### src/rtl/mux_scan_ctrl.sv
// ---------------------------------------------------------------------------
// mux_scan_ctrl
//   Sequencer and sampler for an external 4:1 mux. Steps the select through
//   channels a..d, dwells DWELL cycles on each, samples the mux output f at
//   the end of each dwell and packs the four samples into a 4-bit frame that
//   is handed to a consumer through a valid/ack handshake. Supports
//   single-shot and continuous scanning.
//
// Ports
//   clk      in   system clock, rising edge
//   rst      in   synchronous active-high reset
//   start    in   begin a scan when idle (stop wins if both are high)
//   stop     in   abort a scan in progress, return to idle
//   cont     in   continuous mode, sampled at each frame end
//   f        in   mux output being sampled
//   s0, s1   out  mux select, channel = {s1,s0}, registered
//   result   out  last completed frame, bit i = sample of channel i
//   valid    out  result holds an unacknowledged frame
//   ack      in   consumer accepts result
//   busy     out  high while scanning
//   overrun  out  sticky: a frame overwrote an unacknowledged frame
// ---------------------------------------------------------------------------
module mux_scan_ctrl #(
   parameter int unsigned DWELL = 4,
   parameter int unsigned CW    = 8
) (
   input  logic       clk,
   input  logic       rst,
   input  logic       start,
   input  logic       stop,
   input  logic       cont,
   input  logic       f,
   output logic       s0,
   output logic       s1,
   output logic [3:0] result,
   output logic       valid,
   input  logic       ack,
   output logic       busy,
   output logic       overrun
);

   typedef enum logic {
      IDLE = 1'b0,
      SCAN = 1'b1
   } state_t;

   localparam logic [CW-1:0] CNT_LOAD = CW'(DWELL - 1);

   state_t        state_q, state_d;
   logic [1:0]    ch_q, ch_d;
   logic [CW-1:0] cnt_q, cnt_d;
   logic [2:0]    shadow_q, shadow_d;
   logic [3:0]    result_q, result_d;
   logic          valid_q, valid_d;
   logic          overrun_q, overrun_d;

   always_ff @(posedge clk) begin
      if (rst) begin
         state_q   <= IDLE;
         ch_q      <= '0;
         cnt_q     <= '0;
         shadow_q  <= '0;
         result_q  <= '0;
         valid_q   <= 1'b0;
         overrun_q <= 1'b0;
      end else begin
         state_q   <= state_d;
         ch_q      <= ch_d;
         cnt_q     <= cnt_d;
         shadow_q  <= shadow_d;
         result_q  <= result_d;
         valid_q   <= valid_d;
         overrun_q <= overrun_d;
      end
   end

   always_comb begin
      state_d   = state_q;
      ch_d      = ch_q;
      cnt_d     = cnt_q;
      shadow_d  = shadow_q;
      result_d  = result_q;
      valid_d   = valid_q;
      overrun_d = overrun_q;

      // Acceptance is evaluated first so that a frame completing on the same
      // edge re-asserts valid afterwards.
      if (valid_q && ack) begin
         valid_d = 1'b0;
      end

      unique case (state_q)
         IDLE: begin
            if (start && !stop) begin
               state_d   = SCAN;
               ch_d      = '0;
               cnt_d     = CNT_LOAD;
               overrun_d = 1'b0;
            end
         end
         SCAN: begin
            if (stop) begin
               // Partial frame in shadow is simply abandoned.
               state_d = IDLE;
               ch_d    = '0;
               cnt_d   = '0;
            end else if (cnt_q != '0) begin
               cnt_d = cnt_q - CW'(1);
            end else if (ch_q != 2'd3) begin
               unique case (ch_q)
                  2'd0:    shadow_d[0] = f;
                  2'd1:    shadow_d[1] = f;
                  default: shadow_d[2] = f;
               endcase
               ch_d  = ch_q + 2'd1;
               cnt_d = CNT_LOAD;
            end else begin
               result_d = {f, shadow_q};
               valid_d  = 1'b1;
               if (valid_q && !ack) begin
                  overrun_d = 1'b1;
               end
               ch_d = '0;
               if (cont) begin
                  cnt_d = CNT_LOAD;
               end else begin
                  state_d = IDLE;
                  cnt_d   = '0;
               end
            end
         end
         default: begin
            state_d = IDLE;
         end
      endcase
   end

   // ch_q is held at zero whenever idle, so the select comes straight from
   // flops and never glitches.
   assign s0      = ch_q[0];
   assign s1      = ch_q[1];
   assign result  = result_q;
   assign valid   = valid_q;
   assign overrun = overrun_q;
   assign busy    = (state_q == SCAN);

endmodule
### config.mk
export PLATFORM = sky130hd
export DESIGN_NAME = mux_scan_ctrl
export DESIGN_NICKNAME = d
export VERILOG_FILES = /design/src/rtl/mux_scan_ctrl.sv
export SDC_FILE = /design/constraint.sdc
export NUM_CORES = 1
export LEC_CHECK = 0
export ABC_AREA = 1
export BUFFER_PORTS_ARGS = -buffer_cell sky130_fd_sc_hd__buf_4
export CORE_ASPECT_RATIO = 1.75
export CORE_MARGIN = 2
export CORE_UTILIZATION = 24
export CTS_CLUSTER_DIAMETER = 60
export DETAILED_ROUTE_END_ITERATION = 8
export GPL_ROUTABILITY_DRIVEN = 0
export PLACE_DENSITY = 0.4
export SYNTH_ARGS = -nofsm -noshare
export SYNTH_HDL_FRONTEND = slang
export SYNTH_SLANG_ARGS = --single-unit
### constraint.sdc
create_clock -name clk -period 3.6 [get_ports clk]
set_input_delay 0.36 -clock clk [delete_from_list [all_inputs] [get_ports clk]]
set_output_delay 0.36 -clock clk [all_outputs]
set_load 0.02 [all_outputs]
==> Word level (Yosys, flattened, before mapping) <==
Index checks and enable logic that the tools add are counted.
{ "word_totals": {"ff_bits": 20, "input_bits": 7, "word_cells": 66} }
{ "classes": {"addsub": 2, "n_eq_ne": 8, "mux": 28, "bitwise": 5, "n_reduce_logical": 14} }
{ "op_table": {"columns": ["operator", "n"], "rows": [
  ["$mux 8", 3],
  ["$reduce_and 5->1", 4],
  ["$pmux 8 s2", 1],
  ["$mux 1", 15],
  ["$mux 2", 6],
  ["$ne 2x2->1 const B", 5],
  ["$reduce_bool 8->1", 1],
  ["$sub 8x1->8 const B", 1],
  ["$not 1->1", 5],
  ["$pmux 1 s2", 2],
  ["$pmux 2 s2", 1],
  ["$reduce_and 4->1", 1],
  ["$logic_and 1x1->1", 3],
  ["$ne 3x3->1 const B", 1],
  ["$add 2x1->2 const B", 1],
  ["$eq 2x1->1 const B", 1],
  ["$logic_not 1->1", 2],
  ["$logic_not 2->1", 1],
  ["$ne 2x1->1 const B", 1],
  ["$reduce_and 2->1", 1],
  ["$reduce_or 2->1", 1]
]} }

==> Depth between registers and ports, before layout <==
{ "logic_depth": {"word_depth": 7, "mapped_depth": 8, "mapped_depth_nobuf": 8} }

==> Least setup slack after synthesis <==
Ideal clock, no wire load.
{ "synth_timing": {"kind": "register to register", "from": "register ch_q[0]", "to": "register cnt_q[0]", "arrival_ps": 1274, "required_time_ps": 3484, "setup_slack_ps": 2210, "stages_incl_launch_ff": 7, "path_buffers": 0, "cell_sequence": "dfxtp_1 ha_1 inv_1 o21ai_1 nand2_1 nand2_1 a21oi_1"} }
{ "synth_between": {"elab_chain_cells": 5} }
{ "synth_lines": {"columns": ["item", "line", "text"], "rows": [
  ["start: declaration", "50", "logic [1:0] ch_q, ch_d;"],
  ["start signal: assignment", "68", "ch_q <= ch_d;"],
  ["$ne 2x2->1", "109", "end else if (ch_q != 2'd3) begin"],
  ["$mux 2", "109", null],
  ["$mux 8", "107", "end else if (cnt_q != '0) begin"],
  ["$mux 8", "102", "if (stop) begin"],
  ["$pmux 8 s2", "92", "unique case (state_q)"],
  ["end signal: assignment", "69", "cnt_q <= cnt_d;"],
  ["end: declaration", "51", "logic [CW-1:0] cnt_q, cnt_d;"]
]} }
Every way passes these cells.
A chain may end at the register's enable or synchronous reset.

==> Final worst setup path <==
{ "layout_timing": {"from": "register ch_q[0]", "to": "register cnt_q[1]"} }
Same word-level chain as after synthesis.

==> out/results.ini <==
[placed_design]
port_buffers = 15
post-dp-hpwl_um = 2026
placed_cells = 214

[timing]
finalSetupTns_ns = 0
setup_viol = 0
rsz0062_at_grt = no
fmax_ghz = 0.7135
worst_slew_pin_slew_ns = 0.4981
timing.hold.ws_ns = 0.3451
finalCriticalPeriod_ns = 1.401
timing.final.crit_share_pct = 38.93
max_slew_margin_pct = 66.54
slew_violations = 0
finClkSkew_ns = 0.005403
finalHoldViolCount = 0

[synthesis]
synth_ff_type = dfxtp_1
synth.area.top_cells = dfxtp_1 37%, nand2_1 10%, inv_1 7.9%
synth_seq_area_share_pct = 36.61
yosys.area.top_type = dfxtp_1
syn-cell-area_mm2 = 0.001094
yosysMostFrequentCell = nand2_1
synth.avg_cell_area_um2 = 7.339
ys_top_cells_by_count = 29 x nand2_1, 23 x inv_1, 21 x nor2_1
synth.distinct_cells = 24
synth_top_area_share_pct = 36.61
synthArstFlopShare_pct = 0
synth_edf_count = 0
syn_nets = 160
synth_cells = 149
synth-warning-count = 0
ys_ff_latch = 20

[final_layout]
num_antenna_cells = 0
final_nets = 179
area_delta_synth_final_pct = 21.97
drive_gt1_share_pct = 23.35
finalNonFillerCells = 218

[cts]
cts_resized = 0
clockBufferDepth = 2
htree_levels = 1
post_cts_buffers = 0
cts_sinks = 20
clock_latency_ns = 0.26
postCtsHoldBufs = 0
cts_tree = built
cts_buffers = 3
cts-root-buf = clkbuf_8
cts.reportedPaths.clkPinSlew_ns = 0.08

[power]
switching_share_pct = 29.52
p_int_uw = 428.0
p_sw_uw = 179.3
clock_power_share_pct = 37.4
power_frac_seq_pct = 40.1
ir_drop_uv = 186.7
power_density_mw_per_mm2 = 455.3
p_leak_uw = 0.0006070
p_comb_share_pct = 22.4

[critical_path]
critical_path.most_common_cell = nand2_1
crit_family = flip-flops
r2r-start = ch_q[0]
path_max_fanout = 5
r2r-end = cnt_q[1]
ff2ff_path_depth = 6
critPathArrivalTime_ns = 1.56
cp_data_required_time_ns = 3.75
end_kind = flip-flop
crit_path_cell_trace = ha_1, inv_1, o21ai_1, nand2_1, nand2_1, a21oi_1
cp_slowest_cell = dfxtp_1
crit_end = cnt_q[1]
critical_path_depth = 6
startpoint_type = flip-flop
crit_type = flip-flop to flip-flop
r2r_slack_ns = 2.20
slowest_delay_ns = 0.42
critical_path_buf_inv_count = 1
cp-startpoint = ch_q[0]

[grt]
grt_antenna_before_repair = 0
grt_pass1_wl_um = 3995
overflow = 0
grt_pass1_vias = 885
grt_max_degree = 13
track_usage_pct = 10.90

[floorplanning]
dieArea_mm2 = 0.005134
coreArea_mm2 = 0.004404
num_io_pins = 16
rows = 32
start_util_pct = 24.83
die_x_um = 55.03
fp.dieH_um = 93.30

[route]
wl_per_cell_um = 11.56
routed-via-count = 916
antenna_left = 0
via_per_inst = 4.202
post-route-drc-count = 0
wl_um = 2519
drt_iter0_markers = 3
first_pass_iters = 3

[worst_hold_path]
min_path_type = primary input to flip-flop

[job]
maxCapViolations = 0

[outcome]
status = completed

==> sequential cells by signal (all words and copies together) (netlist names) <==
signal,flops
result,4
cnt_q,8
shadow_q,3
busy,1
valid,1
ch_q,2
overrun,1
==> routing by layer <==
layer / routed length, um / GRT usage (%) / share of wire [%]
met5: 0 / 0 / 0
met1: 1022 / 10.92 / 41
met2: 1413 / 20.73 / 56
met3: 61 / 1.597 / 2.4
met4: 22 / 4.268 / 0.87
==> cells in the final DEF (no fill, tap or decap), types with 3 or more instances in the layout <==
cell       n
nor2_8     3
a21oi_1    9
ha_1       4
o21ai_0    5
inv_2      4
nor2_1    21
nand4_1    4
nand2_2    4
dfxtp_1   20
clkbuf_8   3
inv_1     23
nor2_2     3
nand3_1    7
nand2_1   29
xor2_1     3
buf_4     15
==> final cells by class <==
cell class	count	area, um2
Sequential cell	20	400.4
Timing Repair Buffer	15	112.6
Clock inverter	1	30.03
Inverter	27	101.3
Multi-Input combinational cell	101	584.3
Fill cell	507	3070
Clock buffer	3	41.29
Tap cell	51	63.81
==> cell families after synthesis <==
family / after synthesis / share of synthesized area, %
AND/OR/NAND/NOR: 76 / 37.18
buffers and inverters: 28 / 9.954
flip-flops: 20 / 36.61
AO/OA/AOI/OAI: 17 / 8.466
XOR/XNOR: 4 / 3.204
adder cells (fa/ha/maj): 4 / 4.577
==> through the flow <==
step / instance area (um2) / power [uW] / setup WS [ns] / util [%]
after floorplan: 1094 / 354.8 / 2.210 / -
after global placement: 1262 / 387.7 / 2.182 / 28.66
after detailed placement: 1262 / 389.0 / 2.186 / 28.66
after CTS: 1334 / 625.2 / 2.154 / 30.28
after global routing: 1334 / 645.0 / 2.074 / 30.28
final: 1334 / 607.2 / 2.199 / 30.28
==> worst min path at each step <==
stage,from,end,slack [ns],cells past startpoint
final,rst,shadow_q[0],0.35,2
after global routing,rst,shadow_q[1],0.35,2
after CTS,rst,shadow_q[0],0.34,2
after detailed placement,shadow_q[1],shadow_q[1],0.46,2
after global placement,shadow_q[0],shadow_q[0],0.45,2
after floorplan,shadow_q[0],shadow_q[0],0.44,2
==> power by group through the flow <==
stage / clock (uW) / combinational (uW) / sequential, uW
5_1_grt: 246 / 153 / 246
2_1_floorplan: 0 / 107 / 248
3_3_place_gp: 0 / 139 / 249
6_report: 227 / 136 / 244
4_1_cts: 241 / 140 / 244
3_5_place_dp: 0 / 140 / 249
==> worst reg2reg max path, delay by kind of cell, from the launching register on <==
family,cells,cell delay (ns)
buffers and inverters,1,0.07
adders and majority gates,1,0.40
DFF,1,0.42
AOI/OAI and AO/OA,2,0.22
and+or+nand+nor,2,0.17
Power figures use the tool's default switching activity.
